### src/rtl/alu_mul_seq.sv
// alu_mul_seq: sequential signed 32x32->64 Booth multiplier, radix-4 when ALU_MUL_RADIX4_EN is defined
module alu_mul_seq (
  input  logic        clk,
  input  logic        reset,
  input  logic        start,
  input  logic [31:0] a,
  input  logic [31:0] b,
  output logic        busy,
  output logic        done,
  output logic [31:0] hi,
  output logic [31:0] lo
);
`ifdef ALU_MUL_RADIX4_EN
  localparam int AW = 34, SH = 2, STEPS = 16;
`else
  localparam int AW = 33, SH = 1, STEPS = 32;
`endif
  typedef enum logic [1:0] {IDLE, RUN, DONE} state_t;
  state_t state;
  logic [AW-1:0] acc, m, sum;
  logic [31:0] q;
  logic q1;
  logic [4:0] cnt;
  logic [AW+32:0] shifted;
`ifdef ALU_MUL_RADIX4_EN
  logic [2:0] t;
  always_comb begin
    t = {q[1:0], q1};
    sum = (t == 3'b001 || t == 3'b010) ? acc + m :
          (t == 3'b011) ? acc + (m << 1) :
          (t == 3'b100) ? acc - (m << 1) :
          (t == 3'b101 || t == 3'b110) ? acc - m : acc;
    shifted = $signed({sum, q, q1}) >>> SH;
  end
`else
  always_comb begin
    sum = ({q[0], q1} == 2'b01) ? acc + m :
          ({q[0], q1} == 2'b10) ? acc - m : acc;
    shifted = $signed({sum, q, q1}) >>> SH;
  end
`endif
  always_ff @(posedge clk) begin
    if (reset) begin
      state <= IDLE;
      busy  <= 1'b0;
      done  <= 1'b0;
      hi    <= '0;
      lo    <= '0;
      cnt   <= '0;
      acc   <= '0;
      m     <= '0;
      q     <= '0;
      q1    <= 1'b0;
    end else begin
      case (state)
        IDLE: begin
          done <= 1'b0;
          if (start) begin
            state <= RUN;
            busy  <= 1'b1;
            m     <= {{(AW-32){a[31]}}, a};
            acc   <= '0;
            q     <= b;
            q1    <= 1'b0;
            cnt   <= '0;
          end
        end
        RUN: begin
          acc <= shifted[AW+32:33];
          q   <= shifted[32:1];
          q1  <= shifted[0];
          cnt <= cnt + 5'd1;
          if (cnt == 5'(STEPS-1)) begin
            state <= DONE;
            busy  <= 1'b0;
            done  <= 1'b1;
            hi    <= shifted[64:33];
            lo    <= shifted[32:1];
          end
        end
        DONE: begin
          state <= IDLE;
          done  <= 1'b0;
        end
        default: state <= IDLE;
      endcase
    end
  end
endmodule

### config.mk
export PLATFORM = sky130hd
export DESIGN_NAME = alu_mul_seq
export DESIGN_NICKNAME = d
export VERILOG_FILES = /design/src/rtl/alu_mul_seq.sv
export SDC_FILE = /design/constraint.sdc
export NUM_CORES = 1
export LEC_CHECK = 0
export ABC_CLOCK_PERIOD_IN_PS = 7600
export CAP_MARGIN = 5
export CORE_MARGIN = 1.5
export CORE_UTILIZATION = 45
export DETAILED_ROUTE_END_ITERATION = 12
export PLACE_DENSITY_LB_ADDON = 0.05
export RECOVER_POWER = 100
export REMOVE_ABC_BUFFERS = 1
export SLEW_MARGIN = 20
export SYNTH_ARGS = -nofsm -noshare
export SYNTH_HDL_FRONTEND = slang
export SYNTH_SLANG_ARGS = --single-unit
### constraint.sdc
create_clock -name clk -period 7.6 [get_ports clk]
set_input_delay 1.14 -clock clk [delete_from_list [all_inputs] [get_ports clk]]
set_output_delay 1.14 -clock clk [all_outputs]
set_load 0.02 [all_outputs]
Word level (Yosys, flattened, before mapping)
Cells that the tools add are included.
{ "word_totals": {"out_inout_bits": 66, "regBits": 171, "elab_cells": 48, "in_bits": 67} }
{ "classes": {"eq_ne": 7, "n_addsub": 3, "reduce_logical": 10, "n_mux": 18} }
{ "op_table": {"columns": ["op", "n"], "rows": [
  ["two-way mux 33 bit", 3],
  ["one-hot mux 33 bit (2 select lines)", 1],
  ["one-hot mux 32 bit (2 select lines)", 1],
  ["adder 33 bit", 1],
  ["subtractor 33 bit", 1],
  ["two-way mux 32 bit", 1],
  ["one-hot mux 5 bit (2 select lines)", 1],
  ["AND reduction 2 bit", 5],
  ["one-hot mux 1 bit (2 select lines)", 3],
  ["adder 5 x 1 -> 5 bit, second input constant", 1],
  ["equality test 5 bit, second input constant", 1],
  ["two-way mux 5 bit", 1],
  ["equality test 2 x 1 -> 1 bit, second input constant", 2],
  ["equality test 2 bit, second input constant", 2],
  ["two-way mux 1 bit", 4],
  ["two-way mux 2 bit", 2],
  ["!= test 2 bit, second input constant", 2],
  ["one-hot mux 2 bit (2 select lines)", 1],
  ["nonzero test 2 bit", 2],
  ["AND reduction 3 bit", 1],
  ["logical NOT 2 bit", 1],
  ["OR reduction 2 bit", 1]
]} }

Longest topological paths before layout
{ "depth": {"word_depth": 4, "ltp_mapped": 13} }

Least setup slack after synthesis
No wires, ideal clock.
{ "synth_timing": {"kind": "register to register", "startpoint": "register acc[1]", "endpoint": "register hi[29]", "setup_time_ps": 74, "required_time_ps": 7526, "synth_period_minus_slack_ps": 3505, "setup_slack_ps": 4095, "stages_incl_launch_ff": 12, "arrival_ps": 3430, "path_cell_list": "dfxtp_1 > inv_1 > fa_1 > or2_4 > a221oi_4 > o22ai_2 > or4_4 > a311oi_4 > a21boi_0 > mux2i_1 > or4_1 > o21ai_0"} }
{ "synth_via": {"elab_chain_len": 3, "word_cells_on_any_way": 4, "cone_classes": "add/sub (2); mux (2)"} }
{ "synth_lines": {"columns": ["element", "line", "rtl"], "rows": [
  ["start, declared", "20", "logic [AW-1:0] acc, m, sum;"],
  ["start signal, assigned", "69", "acc <= shifted[AW+32:33];"],
  ["subtractor 33 bit", "38", "({q[0], q1} == 2'b10) ? acc - m : acc;"],
  ["two-way mux 33 bit", "38", null],
  ["two-way mux 33 bit *", "37", "sum = ({q[0], q1} == 2'b01) ? acc + m :"],
  ["end signal, assigned", "77", "hi <= shifted[64:33];"],
  ["end, declared", "10", "output logic [31:0] hi,"]
]} }
Mark *: on every way between the ends. The rest lies on a longest branch, timed or not.
A chain may end at the register's enable or synchronous reset.

Worst setup path after layout
{ "layout_timing": {"startpoint": "input port start", "endpoint": "register acc[17]"} }
{ "layout_via": {"elab_chain_len": 2} }
{ "layout_lines": {"columns": ["element", "line", "rtl"], "rows": [
  ["start, declared", "5", "input logic start,"],
  ["!= test 2 bit (no source line)", null, null],
  ["AND reduction 2 bit (no source line)", null, null]
]} }
No other way between the ends.

==> results.txt <==
- The run finished, with violations left.
- Violated checks: max-capacitance violations, max-slew violations
- Worst setup EP type: register
* Vias per inst: 5.639
- Core area: 23330 um2
* Switching Fraction: 34.88%
* Power Dens Cells: 194.6 nW/um2
- Cell Int Power: 1.604 mW
- The post-route netlist has 4.248% of its cells at a drive strength greater than 1.
- The critical path contains buffers and inverters numbering 2 combined.
- Mapped Cells: 1452
* Maximum VDD drop: 0.0001132 V
- Drt wl/cell: 17.56 um
- Area share of the largest cell type after synthesis: 32.01%
- A synthesized cell averages 7.322 um2.
- Place WS: 3.648 ns
- Number of global-route vias before repair: 9687
- Kind of cell adding the most delay to the critical path: buffers and inverters
* Aggregate global routing overflow: 0
* Height of the die: 156.7 um
- Measured along the x axis, the die boundary spans 156.7 um.
- Once detail routing completed, the nets flagged for antenna violations numbered 0.
* Total detailed-routing wirelength: 32470 um
- Worst setup path start: start
- Buffers inserted during clock tree synthesis total 17.
- Hold is met by 0.4507 ns.
- Worst Path Class, Setup: in2reg
- For this run, the top clock speed supported by timing is 193.4 MHz.
- The area growth from synthesis to layout is 19.08%.
* Maximum level of the CTS H-tree: 4
- Sequential fraction of design power: 39.0%
- The biggest area contributor in the post-synthesis netlist is sky130_fd_sc_hd__dfxtp_1.
- CTS Sinks: 170
* Count of input and output buffers: 132
- The later pin in the worst-skew pair is clocked with a latency of 0.46 ns.
- # Post-CTS Setup Buffers: 0
* Flops & latches, synth: 170
- Cell with the most instances after synthesis: sky130_fd_sc_hd__nand2_1
- After floorplanning, the core was divided into 56 placement rows.
- Worst r2r src: state[0]
- Wire length of the first global-routing pass: 51620 um
* Async set or reset register ratio after synthesis: 0%
- Crit path DAT: 5.51 ns
* Setup repair after global routing missed its margin: false
- Final standard cell utilization of the core: 54.26%
* Worst EP required: 7.94 ns
* Headroom to the max-slew limit: -158.2%
- Top fanout value on the critical path: 68
- Worst Setup Slack, final: 2.429 ns
- Among all flip-flop cells after synthesis, the most frequent one is sky130_fd_sc_hd__dfxtp_1.
- Setup TNS Final: 0 ns
- Ys Warns: 0
- Across the run, the number of max-cap violations was 4.
* Routability Congestion: 0.9553
* Minimum clock period after layout: 5.171 ns
* Cells along the critical path: dlygate4sd3_1 > and2_2 > clkbuf_1 > nor3_4 > a32o_1
- Post-route DRC: 0
* Count of placed standard cells in the final layout, fillers left out: 1849
* Leakage power total: 5.059 nW
* Post-synthesis sequential area ratio: 32.01%
- Part of the cycle the worst path needs: 68.04%
* Post-synth EDFFs: 0
- The final number of max-transition violations was 256.
- Quantity of gates resized following cts: 0
- The number of antenna diodes in the final layout is 0.
- In this run the cell area of the synthesized design comes to 10630 um2.
- Cell types with the highest counts after synthesis: sky130_fd_sc_hd__nand2_1, sky130_fd_sc_hd__a21oi_1, sky130_fd_sc_hd__dfxtp_1
- Worst Tran Pin Value: 3.873 ns
- Clock skew: 0.01500 ns
- Crit-path slowest cell: sky130_fd_sc_hd__clkbuf_1
* Global-route total usage across every layer: 26.67%
- DRT Pass-1 Iters: 6
- Clock-pin slew was measured on the worst setup and hold paths at 0.08 ns.
- Entering global routing, the biggest net connects 84 pins.
- Buffer type at the clock tree root: sky130_fd_sc_hd__clkbuf_16
- Antenna violations before repair: 0
* Finished Cell Area: 12660 um2
- Number of distinct library cells after synthesis: 73
- The initial utilization of the core area, before any placement, comes to 45.57%.
- Setup violations remaining at the end of the flow were counted as 0.
- Kind of path behind the tightest hold check: reg2reg
- Startpoint of the most critical hold path: lo[11]
- Final count of hold timing violations: 0
* Total via count after detailed routing: 10426
* Power spent charging and discharging nets: 859.2 uW
* Total Nets Final: 1653
- Overall power consumption after layout is estimated at 2.464 mW.
- The clock passes through at most 2 buffers.
* DRT iter0 DRCs: 845
- Detailed placement finished with a half-perimeter wire length of 21910 um.
- 133 I/O pins were placed.
- Max stage delay on crit path: 2.54 ns
* Area of placed instances: 12090 um2
- Fraction of power consumed by the clock network: 36.9%
- Total Die Area: 24560 um2
- TritonCTS clock tree: done
* Fraction of power consumed by combinational cells: 24.1%
- Top cells by area in the synthesized netlist: sky130_fd_sc_hd__dfxtp_1, sky130_fd_sc_hd__nand2_1, sky130_fd_sc_hd__a21oi_1
* Hold buffer count at cts: 0
- STA classifies the critical path startpoint as a primary input.
- Instance count after placement with tap cells included: 1817
routing by layer:
| metal | track usage, % | wire, um | up-vias |
|---|---|---|---|
| met1 | 37.48 | 15950 | 4901 |
| met3 | 4.071 | 1517 | 28 |
| li1 | - | - | 5214 |
| met4 | 5.805 | 385 | 0 |
| met5 | 0 | 0 | - |
| met2 | 42.92 | 14620 | 283 |
logic make-up (layout without fill, tap and decap cells):
family	Yosys count	count (layout)	synth area share, %
simple gates	577	577	23.98
compound gates	416	416	25.16
xor+xnor	43	43	3.542
flops	170	170	32.01
buf+inv	167	245	6.084
fa+ha+maj	69	69	8.262
mux	10	10	0.9533
worst reg2reg max path: cells and delay by family, from the launching register on:
kind / cells / cell delay [ns]
buf+inv: 1 / 2.54
simple gates: 3 / 0.95
compound gates: 1 / 0.50
flops: 1 / 0.35
path summary, 6_finish.rpt:
kind / endpoint / depth (start not counted) / slack (ns)
worst max-delay path: acc[17] / 5 / 2.43
worst min-delay path: lo[11] / 2 / 0.45
worst max register to register: acc[17] / 5 / 3.15
worst min register to register: lo[11] / 2 / 0.45
cell type report:
type,instances,area (um2)
repair buffers,147,1413
flip-flops and latches,170,3403
clock buffers,17,425.4
multi-input cells,1115,6581
fillers,2332,10670
clock inverters,15,190.2
well taps,319,399.1
inverters,66,247.7
cells in the final DEF, fill, tap and decap left out, drive strengths merged, types with 36 or more instances in the layout:
cell / count
clkdlybuf4s50: 64
nor2: 139
dfxtp: 170
dlygate4sd3: 67
a21oi: 173
nand2: 277
inv: 70
xnor2: 39
a311oi: 36
o21ai: 57
ha: 67
state kept, by name (all words and copies together), names as in the netlist:
| register | count |
|---|---|
| hi | 32 |
| state | 2 |
| q1 | 1 |
| done | 1 |
| m | 32 |
| lo | 32 |
| cnt | 5 |
| busy | 1 |
| q | 32 |
| acc | 32 |
power groups by stage:
| stage | sequential [mW] | combinational (mW) | clock, mW |
|---|---|---|---|
| floorplan | 0.974 | 0.399 | 0 |
| global route | 0.967 | 0.656 | 0.958 |
| finish | 0.960 | 0.595 | 0.909 |
| CTS | 0.960 | 0.585 | 0.930 |
| detailed placement | 0.980 | 0.583 | 0 |
| global placement | 0.980 | 0.581 | 0 |
Power figures use the tool's default switching activity.
